[config.mk]
export PLATFORM = sky130hd
export DESIGN_NAME = uc_secuenciador
export DESIGN_NICKNAME = d
export VERILOG_FILES = /design/src/rtl/uc_secuenciador.sv
export SDC_FILE = /design/constraint.sdc
export NUM_CORES = 1
export LEC_CHECK = 0
export BUFFER_PORTS_ARGS = -buffer_cell sky130_fd_sc_hd__buf_2
export CORE_MARGIN = 2
export CORE_UTILIZATION = 56
export CTS_CLUSTER_DIAMETER = 30
export DETAILED_ROUTE_END_ITERATION = 8
export GPL_TIMING_DRIVEN = 0
export MAX_ROUTING_LAYER = met4
export PLACE_DENSITY_LB_ADDON = 0.1
export RECOVER_POWER = 100
export SYNTH_ARGS = -nofsm -noshare
export SYNTH_HDL_FRONTEND = slang
export SYNTH_SLANG_ARGS = --single-unit
[constraint.sdc]
create_clock -name clk -period 3.9 [get_ports clk]
set_input_delay 0.585 -clock clk [delete_from_list [all_inputs] [get_ports clk]]
set_output_delay 0.585 -clock clk [all_outputs]
set_load 0.005 [all_outputs]
[src/rtl/uc_secuenciador.sv]
// Control unit for the single-cycle 8-bit microcontroller: opcode decode plus
// I/O handshake stalls with timeout, HALT state and single-step debug gating.
module uc_secuenciador #(
    parameter int TIMEOUT = 16,
    parameter int CNT_W   = 8
) (
    input  logic       clk,
    input  logic       reset,
    input  logic [5:0] opcode,
    input  logic       zero,
    input  logic       io_ack,
    input  logic       dbg_mode,
    input  logic       dbg_step,
    output logic       s_inc,
    output logic       s_inm,
    output logic       we3,
    output logic       s_mem_rd2,
    output logic       s_e,
    output logic       s_s,
    output logic [2:0] op,
    output logic       pc_en,
    output logic       io_req,
    output logic       io_err,
    output logic       halted
);

    typedef enum logic [1:0] {RUN, IO_WAIT, HALT} state_t;

    state_t             state_q, state_d;
    logic [CNT_W-1:0]   cnt_q, cnt_d;
    logic               io_err_q, io_err_d;
    logic               dbg_step_q;
    logic               timeout_now;

    logic is_alu, is_loadi, is_jmp, is_jz, is_jnz, is_in, is_out, is_outi, is_halt, is_io;
    logic go;

    assign is_alu   = opcode[3];
    assign is_loadi = (opcode[3:0] == 4'b0000);
    assign is_jmp   = (opcode[3:0] == 4'b0001);
    assign is_jz    = (opcode[3:0] == 4'b0010);
    assign is_jnz   = (opcode[3:0] == 4'b0011);
    assign is_in    = (opcode[3:0] == 4'b0100);
    assign is_out   = (opcode[3:0] == 4'b0101);
    assign is_outi  = (opcode[3:0] == 4'b0110);
    assign is_halt  = (opcode == 6'b110111);
    assign is_io    = is_in | is_out | is_outi;

    // A step request counts once per rising edge of the level input.
    assign go = ~dbg_mode | (dbg_step & ~dbg_step_q);

    always_comb begin
        s_inc       = 1'b1;
        s_inm       = 1'b0;
        we3         = 1'b0;
        s_mem_rd2   = 1'b0;
        s_e         = 1'b0;
        s_s         = 1'b0;
        op          = 3'b000;
        pc_en       = 1'b0;
        io_req      = 1'b0;
        halted      = 1'b0;
        timeout_now = 1'b0;
        state_d     = state_q;
        cnt_d       = cnt_q;
        io_err_d    = io_err_q;

        if (reset) begin
            if (state_q != HALT) begin
                // Mux selects follow the decode; only the strobes are sequenced.
                if (is_jmp)      s_inc = 1'b0;
                else if (is_jz)  s_inc = ~zero;
                else if (is_jnz) s_inc = zero;
                s_inm     = is_loadi;
                s_e       = is_in;
                s_mem_rd2 = is_outi;
                if (is_alu) op = opcode[2:0];
            end

            case (state_q)
                RUN: begin
                    if (go) begin
                        if (is_halt) begin
                            state_d = HALT;
                        end else if (is_io) begin
                            io_req = 1'b1;
                            if (io_ack) begin
                                we3   = is_in;
                                s_s   = is_out | is_outi;
                                pc_en = 1'b1;
                            end else begin
                                state_d = IO_WAIT;
                                cnt_d   = '0;
                            end
                        end else begin
                            we3   = is_alu | is_loadi;
                            pc_en = 1'b1;
                        end
                    end
                end
                IO_WAIT: begin
                    io_req = 1'b1;
                    cnt_d  = cnt_q + CNT_W'(1);
                    if (io_ack) begin
                        we3     = is_in;
                        s_s     = is_out | is_outi;
                        pc_en   = 1'b1;
                        state_d = RUN;
                    end else if (cnt_q == CNT_W'(TIMEOUT - 1)) begin
                        // Outputs still latch their data on timeout; a read is dropped.
                        timeout_now = 1'b1;
                        io_err_d    = 1'b1;
                        s_s         = is_out | is_outi;
                        pc_en       = 1'b1;
                        state_d     = RUN;
                    end
                end
                HALT: begin
                    halted = 1'b1;
                end
                default: state_d = RUN;
            endcase
        end

        io_err = io_err_q | timeout_now;
    end

    always_ff @(posedge clk or negedge reset) begin
        if (!reset) begin
            state_q    <= RUN;
            cnt_q      <= '0;
            io_err_q   <= 1'b0;
            dbg_step_q <= 1'b0;
        end else begin
            state_q    <= state_d;
            cnt_q      <= cnt_d;
            io_err_q   <= io_err_d;
            dbg_step_q <= dbg_step;
        end
    end

endmodule

======== After elaboration in Yosys (flattened, before gate mapping) ========
Cells that the tools add are included.
word-level totals
  register bits ........................... 12
  logic and storage cells ................. 99
operators by class
  add/subtract/negate cells ............... 1
  equality and inequality tests ........... 18
  mux-type cells .......................... 58
  bitwise logic cells ..................... 12
  reductions and logical operators ........ 6
operator list
  operator               number
  $mux W1                39
  $mux W8                4
  $pmux W8 S2            1
  $eq A4 B3 Y1 const B   3
  $mux W2                6
  $reduce_and A6 Y1      2
  $ne A2 B2 Y1 const B   5
  $mux W3                3
  $ne A3 B3 Y1 const B   3
  $add A8 B1 Y8 const B  1
  $eq A4 B2 Y1 const B   2
  $eq A8 B4 Y1 const B   1
  $pmux W1 S2            4
  $eq A6 B6 Y1 const B   1
  $or A1 B1 Y1           6
  $pmux W2 S3            1
  $not A1 Y1             5
  $eq A4 B1 Y1 const B   1
  $logic_not A4 Y1       1
  $reduce_and A4 Y1      1
  $eq A2 B1 Y1 const B   1
  $eq A2 B2 Y1 const B   1
  $logic_not A2 Y1       1
  $reduce_bool A2 Y1     1
  $and A1 B1 Y1          1

======== Longest topological paths before layout ========
Gate-level depths: netlist of the first run.
  depth after elaboration ................. 8
  mapped depth ............................ 6
  mapped depth without buffers ............ 5

======== Least setup slack after synthesis of the first run ========
OpenSTA, ideal clock, no wires.
  path kind ............................... input to output
  from .................................... input opcode[0]
  to ...................................... output s_s
  data arrival time ....................... 1.495 ns
  required time ........................... 3.315 ns
  slack ................................... 1.820 ns
  stages on the path ...................... 5
  cell sequence ........................... buf_2 > nand2_1 > or3_1 > nand3_1 > a2111oi_2
between the ends
  cells in the longest elaborated chain, start to end .. 8
ends and longest elaborated chain
  what                                            line        text
  from (decl)                                     9           input logic [5:0] opcode,
  $eq A4 B3 Y1 (on tied branches)                 44, 43, 45
  $or A1 B1 Y1 (on tied branches)                 --
  $mux W1 / $or A1 B1 Y1 (equally long branches)  87, 47
  $mux W1                                         85          end else if (is_io) begin
  $mux W1                                         83          if (is_halt) begin
  $mux W1                                         82          if (go) begin
  $pmux W1 S2 *                                   80          case (state_q)
  $mux W1 *                                       68          if (reset) begin
  to (decl)                                       19          output logic s_s,
Every way passes the cells marked *; elsewhere a longest branch is shown, timed or not.

======== Worst setup path after layout of the first run ========
  from .................................... input reset
  to ...................................... output s_s
between the ends
  cells in the longest elaborated chain, start to end .. 1
ends and longest elaborated chain
  what         line  text
  from (decl)  8     input logic reset,
  $mux W1      68
No other way between the ends.

==> summary.txt, run 1 <==
Logic synthesis
  • Number of library cell types mapped by synthesis: 37
  • Post-synth EDFFs: 0
  • Post-synth top area share: 30.7%
  • Async S/R FF share, synth: 100%
  • Post-synthesis cell area: about 980 µm²
  • Mapped Cells: between 100 and 150
  • Synth Register Bits: 12
  • Post-synth top cells: a21oi_1 (12), dfrtp_1 (12), nand2_1 (10)
  • Synthesis Warnings: 0
  • Ys flop type: dfrtp_1
  • Synth Area per Inst: around 8.4 µm²
  • Area leader, netlist: dfrtp_1
  • Sequential share of the synthesized area: about 31%
  • Main area contributors after synthesis: dfrtp_1 (31%), o21bai_2 (6.9%), a21oi_1 (6.1%), mux2i_1 (6.1%), nand2_1 (3.8%)
  • Syn_nets: between 100 and 150

Floorplan
  • Die area: 0.00209 mm²
  • Initial Util: 57.9%
  • Chip Width: roughly 46 µm
  • Ports: 25
  • Std-Cell Rows: 15
  • Core area: around 0.0017 mm²
  • DIE HEIGHT: 45.8 µm

Routing
  • Wirelength, routed: around 2.3 mm
  • Number of remaining DRC errors: 0
  • Via count: around 990
  • Routed wire per std cell: 14.3 µm
  • Final ANT Viol Nets: 0
  • Initial DRC count: 26
  • DR vias/cell: ~6
  • First drt pass iteration count: 4

STA
  • Setup TNS: 0 ns
  • Min Tclk post-route: approximately 2.8 ns
  • Tcrit/Tclk final: between 70% and 80%
  • Hold Fails Final Rpt: 0
  • Fmax: between 0.3 and 0.4 GHz
  • RSZ-0062 raised after global routing: false
  • Worst Skew: roughly 0.0028 ns
  • Slew headroom: 38.1%
  • Final setup fails: 0
  • Worst hold-check slack: 0.419 ns
  • Worst slew pin tran: about 0.93 ns
  • Final Max Slew Viols: 0

Critical path
  • Worst EP required: about 3.3 ns
  • Maximum fanout along the worst path: 20
  • Nature of the critical path startpoint: primary input
  • Setup crit end kind: output pin
  • WP data arrival: 2.20 ns
  • Setup CP Type: in -> out

Global routing
  • Grt ovf: 0
  • Initial antenna violation count: 0
  • First-pass GRT wire length: between 3 and 4 mm
  • Largest net degree at the start of global routing: 21
  • Vias in the first global route: just under 900
  • Total Routing Usage GR: about a quarter

Clock tree
  • Hold buffer count at cts: 0
  • Max clock buf depth: 2
  • Post-CTS setup buffers: 0
  • Root buffer cell: clkbuf_4
  • CTS Sinks: 12
  • TritonCTS clock tree: yes
  • Num CTS Buffers: 3
  • Worst-Skew Late Latency: ~0.28 ns
  • Post-cts resize count: 0
  • Clock-pin slew on the worst setup and hold paths: approximately 0.08 ns
  • H-tree Lvls: 1

Power
  • Clock Power Share: 27.6%
  • Combinational power share: ~27%
  • Power per cell area: ~320 mW/mm²
  • Sequential share of power: around 45%
  • Pint: 0.241 mW
  • Sw Ratio: about 34%
  • Sw power: between 0.1 and 0.15 mW
  • Leakage power: 0.488 nW
  • VDD IR-drop max: 0.218 mV

Final layout
  • Share of layout cells above drive strength 1: a little over a fifth
  • # fillers: around 160
  • # diodes: 0
  • Post-Route Utilization: 66.9%
  • Final #Nets: 157
  • Area Overhead vs Synth: 15.6%

Outcome
  • Status: finished, final reports clean

Placement
  • IO buf count: 22
  • Routability cong.: slightly above 0.8
  • Dpl hpwl: between 1.5 and 2 mm

Flow run
  • Maxcap violations: 0

Worst hold path
  • Worst hold path class: in -> async
==> area by class of cell <==
class | instances | area (µm²) | share of cell area, %
tap | 17 | 21.3 | 1.88
buffer | 8 | 41.3 | 3.65
inverter | 6 | 22.5 | 1.99
sequential | 12 | 300 | 26.6
clock buffer | 4 | 36.3 | 3.21
multi-input combinational | 91 | 612 | 54.2
timing repair buffer | 22 | 96.3 | 8.53
==> cell families (layout without fill, tap and decap cells) <==
| kind of cell | count (synthesis) | after routing | synth area share (%) |
|---|---|---|---|
| multiplexers | 6 | 6 | 6.15 |
| AO/OA/AOI/OAI | 37 | 37 | 27.8 |
| buffers and inverters | 14 | 40 | 6.66 |
| XOR/XNOR | 2 | 2 | 1.79 |
| AND/OR/NAND/NOR | 45 | 45 | 25.6 |
| flip-flops | 12 | 12 | 30.7 |
| adder cells (fa/ha/maj) | 1 | 1 | 1.28 |
==> stage by stage <==
step	power, mW	std cells	cell area [µm²]	setup slack (ns)
floorplan	0.232	117	977	1.82
global placement	0.262	156	1110	1.55
detailed placement	0.266	156	1110	1.53
CTS	0.370	160	1140	1.47
global route	0.391	160	1130	0.878
finish	0.363	160	1130	1.12
==> critical path: stages <==
cell and delay [ns]:
clkbuf_1 0.67, nand2b_1 0.14, clkbuf_1 0.28, a2111oi_2 0.34
buf_2 0.17
==> sequential cells by signal, summed over array words and instances, names as in the netlist <==
name        flops
dbg_step_q      1
cnt_q           8
io_err_q        1
state_q         2
==> metal layers <==
metal  share of wire, %  vias to the layer above  GRT usage (%)
met3                3.5                        5           3.97
met1                 46                      477           33.4
li1                   -                      483              -
met4                1.2                        0           9.14
met2                 49                       24           41.7
met5                  0                        -              -
==> power groups by stage <==
stage | Clock [mW] | Combinational (mW) | Sequential, mW
6_report | 0.100 | 0.0982 | 0.165
3_5_place_dp | 0 | 0.100 | 0.166
3_3_place_gp | 0 | 0.0974 | 0.164
2_1_floorplan | 0 | 0.0723 | 0.160
5_1_grt | 0.111 | 0.113 | 0.167
4_1_cts | 0.106 | 0.101 | 0.163
==> cell usage in the layout, fill, tap and decap left out, types with 3 or more instances in the layout <==
cell,netlist,routed
clkbuf_1,3,15
buf_2,4,13
a21oi_1,12,12
dfrtp_1,12,12
nand2_1,10,10
inv_1,6,6
nand3_1,6,6
o21ai_0,5,6
o21bai_2,6,6
mux2i_1,6,6
nor3_1,5,5
and3_1,4,4
nand2b_1,3,3
nor2b_1,3,3
o21ai_1,4,3
clkbuf_4,0,3
==> path summary, 6_finish.rpt <==
path,startpoint,to,slack (ns),cells after the start
setup / recovery,reset,s_s,1.12,5
hold / removal,reset,cnt_q[6]$_DFFE_PN0P_,0.42,1
setup reg to reg,state_q[1]$_DFFE_PN0P_,cnt_q[7]$_DFFE_PN0P_,2.42,5
hold reg to reg,io_err_q$_DFFE_PN0P_,io_err_q$_DFFE_PN0P_,0.45,2
max in group asynchronous,reset,cnt_q[1]$_DFFE_PN0P_,2.92,1
min in group clk,dbg_step,dbg_step_q$_DFF_PN0_,0.45,1
No activity file was read; power rests on OpenSTA's default activity.
==> run 2, diff against run 1 <==
--- a/config.mk
+++ b/config.mk
@@ -5,9 +5,11 @@
 export SDC_FILE = /design/constraint.sdc
 export NUM_CORES = 1
 export LEC_CHECK = 0
+export ABC_AREA = 1
 export BUFFER_PORTS_ARGS = -buffer_cell sky130_fd_sc_hd__buf_2
+export CORE_ASPECT_RATIO = 0.7
 export CORE_MARGIN = 2
-export CORE_UTILIZATION = 56
+export CORE_UTILIZATION = 52
 export CTS_CLUSTER_DIAMETER = 30
 export DETAILED_ROUTE_END_ITERATION = 8
 export GPL_TIMING_DRIVEN = 0
==> constraint.sdc (replaced) <==
create_clock -name clk -period 2.9 [get_ports clk]
set_input_delay 0.435 -clock clk [delete_from_list [all_inputs] [get_ports clk]]
set_output_delay 0.435 -clock clk [all_outputs]
set_load 0.005 [all_outputs]
==> summary.txt, run 2 <==
Final layout
  • Max reg flops: 8 (unchanged)
  • Share of layout cells above drive strength 1: 15.9% (-5.1 points)
  • # diodes: 0 (unchanged)
  • Final #Nets: 191 (+22%)
  • Commonest non-fill, non-tap cell in the layout: nand2_1
  • # fillers: 178 (+12%)
  • Largest regs: cnt_q (8), state_q (2)
  • Largest Register: cnt_q
  • Area Overhead vs Synth: 11.9%
  • Commonest non-fill, non-tap cells in the layout: nand2_1 (43), inv_1 (21), nor2_1 (19)

Clock tree
  • TritonCTS clock tree: yes
  • Max clock buf depth: 2 (unchanged)
  • Clock-pin slew on the worst setup and hold paths: 0.07 ns (about the same)
  • Worst-Skew Late Latency: 0.27 ns (about the same)
  • Post-cts resize count: 0 (unchanged)
  • Hold buffer count at cts: 0 (unchanged)
  • CTS Sinks: 12 (unchanged)
  • H-tree Lvls: 1 (unchanged)
  • Root buffer cell: clkbuf_4
  • Num CTS Buffers: 3 (unchanged)
  • Post-CTS setup buffers: 0 (unchanged)

Logic synthesis
  • Post-synth top cells: nand2_1 (43), inv_1 (20), nand3_1 (17), nor2_1 (14), dfrtp_1 (12)
  • Main area contributors after synthesis: dfrtp_1 (30%), nand2_1 (16%), nand3_1 (8.6%), inv_1 (7.6%), nor2_1 (5.3%)
  • Post-synthesis cell area: 987 µm² (+1.0%)
  • Synthesis Warnings: 0 (unchanged)
  • Area leader, netlist: dfrtp_1
  • Sequential share of the synthesized area: 30.4% (-0.31 points)
  • Number of library cell types mapped by synthesis: 26 (-30%)
  • Most frequent cell after synthesis: nand2_1
  • Synth Area per Inst: 6.63 µm² (-21%)
  • Synth Register Bits: 12 (unchanged)
  • Post-synth top area share: 30.4% (-0.31 points)
  • Syn_nets: 162 (+25%)
  • Mapped Cells: 149 (+27%)
  • Async S/R FF share, synth: 100% (unchanged)
  • Ys flop type: dfrtp_1
  • Post-synth EDFFs: 0 (unchanged)

Power
  • Pint: 0.346 mW (+43%)
  • Leakage power: 0.603 nW (+24%)
  • Clock Power Share: 16.8% (-11 points)
  • Combinational power share: 44.6% (+18 points)
  • Power per cell area: 549 mW/mm² (+71%)
  • Sequential share of power: 38.6% (-6.8 points)
  • Sw Ratio: 43.1% (+9.5 points)
  • Total power: 0.607 mW (+67%)
  • VDD IR-drop max: 0.431 mV (+97%)
  • Sw power: 0.261 mW (+110%)

STA
  • Final Max Slew Viols: 0 (unchanged)
  • RSZ-0062 raised after global routing: false
  • Hold Fails Final Rpt: 0 (unchanged)
  • Worst slew pin tran: 0.697 ns (-0.231 ns)
  • Worst hold-check slack: 0.0475 ns (-0.372 ns)
  • Worst Skew: 0.00373 ns (+0.000964 ns)
  • Slew headroom: 53.3% (+15 points)
  • Tcrit/Tclk final: between 80% and 90%
  • Min Tclk post-route: approximately 2.3 ns
  • Setup WS post-layout: 0.552 ns (-0.567 ns)
  • Fmax: about 0.43 GHz
  • Setup TNS: 0 ns (unchanged)
  • Final setup fails: 0 (unchanged)

Outcome
  • Status: finished, final reports clean

Placement
  • Setup WS pre-CTS: 0.706 ns (-0.819 ns)
  • IO buf count: 24 (+9.1%)
  • Dpl hpwl: 1.91 mm (+15%)
  • Routability cong.: 0.921 (+12%)

Floorplan
  • Std-Cell Rows: 13 (-2)
  • Chip Width: 56.1 µm (+23%)
  • DIE HEIGHT: 40.5 µm (-12%)
  • Ports: 25 (unchanged)
  • Die area: 0.00227 mm² (+8.3%)
  • Core area: 0.00182 mm² (+7.9%)
  • Initial Util: 54.2% (-3.7 points)

Routing
  • Initial DRC count: 43 (+65%)
  • DR vias/cell: 5.33 (-14%)
  • Final ANT Viol Nets: 0 (unchanged)
  • Number of remaining DRC errors: 0 (unchanged)
  • Routed wire per std cell: 12.3 µm (-14%)
  • First drt pass iteration count: 4 (unchanged)
  • Wirelength, routed: 2.44 mm (+6.8%)
  • Via count: 1,055 (+6.7%)

Critical path
  • R2R cell count: 8 (+3)
  • Worst R2R End: cnt_q[6]$_DFFE_PN0P_
  • WP data arrival: 1.91 ns (-0.29 ns)
  • Nature of the critical path startpoint: flip-flop
  • Maximum fanout along the worst path: 8 (-60%)
  • R2R Setup Slk: 0.71 ns (-1.71 ns)
  • Setup CP Type: reg -> out
  • Worst EP required: 2.47 ns (-0.84 ns)
  • Crit Reg-Reg Startpoint: state_q[0]$_DFFE_PN0P_
  • End of the critical path: s_s
  • Setup crit end kind: output pin
  • Setup crit start: state_q[0]$_DFFE_PN0P_

Global routing
  • Grt ovf: 0 (unchanged)
  • First-pass GRT wire length: 4.17 mm (+8.8%)
  • Vias in the first global route: 903 (+2.8%)
  • Total Routing Usage GR: 25.4% (-0.61 points)
  • Initial antenna violation count: 0 (unchanged)
  • Largest net degree at the start of global routing: 15 (-29%)

Flow run
  • Maxcap violations: 0 (unchanged)

Worst hold path
  • Worst hold path class: in -> async
[run 2: cell types whose count changed after synthesis, moves of 4 or more]
| cell | before | now |
|---|---|---|
| mux2i_1 | 6 | 0 |
| a21oi_1 | 12 | 5 |
| and3_1 | 4 | 0 |
| nand3_1 | 6 | 17 |
| nand2_1 | 10 | 43 |
| o21bai_2 | 6 | 0 |
| nor2_4 | 0 | 4 |
| nor2_1 | 2 | 14 |
| buf_2 | 4 | 0 |
| inv_1 | 6 | 20 |
| o21ai_1 | 4 | 0 |
[run 2: kinds of logic after synthesis]
group	Yosys count	synth area share [%]
buffers and inverters	23	9.38
AO/OA/AOI/OAI	13	7.98
XOR/XNOR	3	2.66
AND/OR/NAND/NOR	97	48.3
flip-flops	12	30.4
adder cells (fa/ha/maj)	1	1.27
[run 2: per-layer routing]
| metal | track usage (%) | wire length, µm | vias up |
|---|---|---|---|
| met5 | - | 0 | - |
| met4 | 3.57 | 7 | 0 |
| met3 | 6.45 | 165 | 2 |
| met2 | 38.5 | 1050 | 26 |
| met1 | 35.2 | 1220 | 487 |
| li1 | - | - | 540 |
[run 2: cell type report]
cell class / instances / area [µm²] / share of cell area [%]
multi-input combinational: 114 / 549 / 49.7
sequential: 12 / 300 / 27.2
timing repair buffer: 24 / 114 / 10.3
inverter: 22 / 83.8 / 7.59
tap: 22 / 27.5 / 2.49
clock buffer: 3 / 22.5 / 2.04
buffer: 1 / 7.51 / 0.680
[run 2: worst min path at each step]
stage,from,to,slack (ns),cells past startpoint
after CTS,reset,dbg_step_q$_DFF_PN0_,0.06,1
final,reset,cnt_q[0]$_DFFE_PN0P_,0.05,1
after detailed placement,reset,cnt_q[0]$_DFFE_PN0P_,0.35,1
after global routing,reset,cnt_q[0]$_DFFE_PN0P_,0.06,1
after global placement,reset,state_q[0]$_DFFE_PN0P_,0.34,1
after floorplan,reset,cnt_q[0]$_DFFE_PN0P_,0.14,0
[run 2: metrics by stage]
| step | std cells | util [%] | instance area, µm² |
|---|---|---|---|
| 6_report | 198 | 60.6 | 1100 |
| 5_1_grt | 198 | 60.6 | 1100 |
| 4_1_cts | 198 | 63.5 | 1160 |
| 3_5_place_dp | 195 | 62.3 | 1130 |
| 3_3_place_gp | 195 | 62.3 | 1130 |
| 2_1_floorplan | 149 | - | 987 |
[run 2: worst max-delay path: stages, from the launching register on]
cell and delay (ns):
dfrtp_1 0.36, buf_4 0.16, nor2_1 0.33, inv_1 0.11, a21oi_1 0.28, nand3_1 0.12
a21oi_1 0.16, buf_2 0.12
[run 2: power by group through the flow]
| stage | combinational [mW] | clock (mW) | sequential [mW] |
|---|---|---|---|
| 2_1_floorplan | 0.230 | 0 | 0.229 |
| 3_3_place_gp | 0.291 | 0 | 0.236 |
| 3_5_place_dp | 0.301 | 0 | 0.238 |
| 4_1_cts | 0.302 | 0.104 | 0.235 |
| 5_1_grt | 0.309 | 0.112 | 0.239 |
| 6_report | 0.271 | 0.102 | 0.234 |
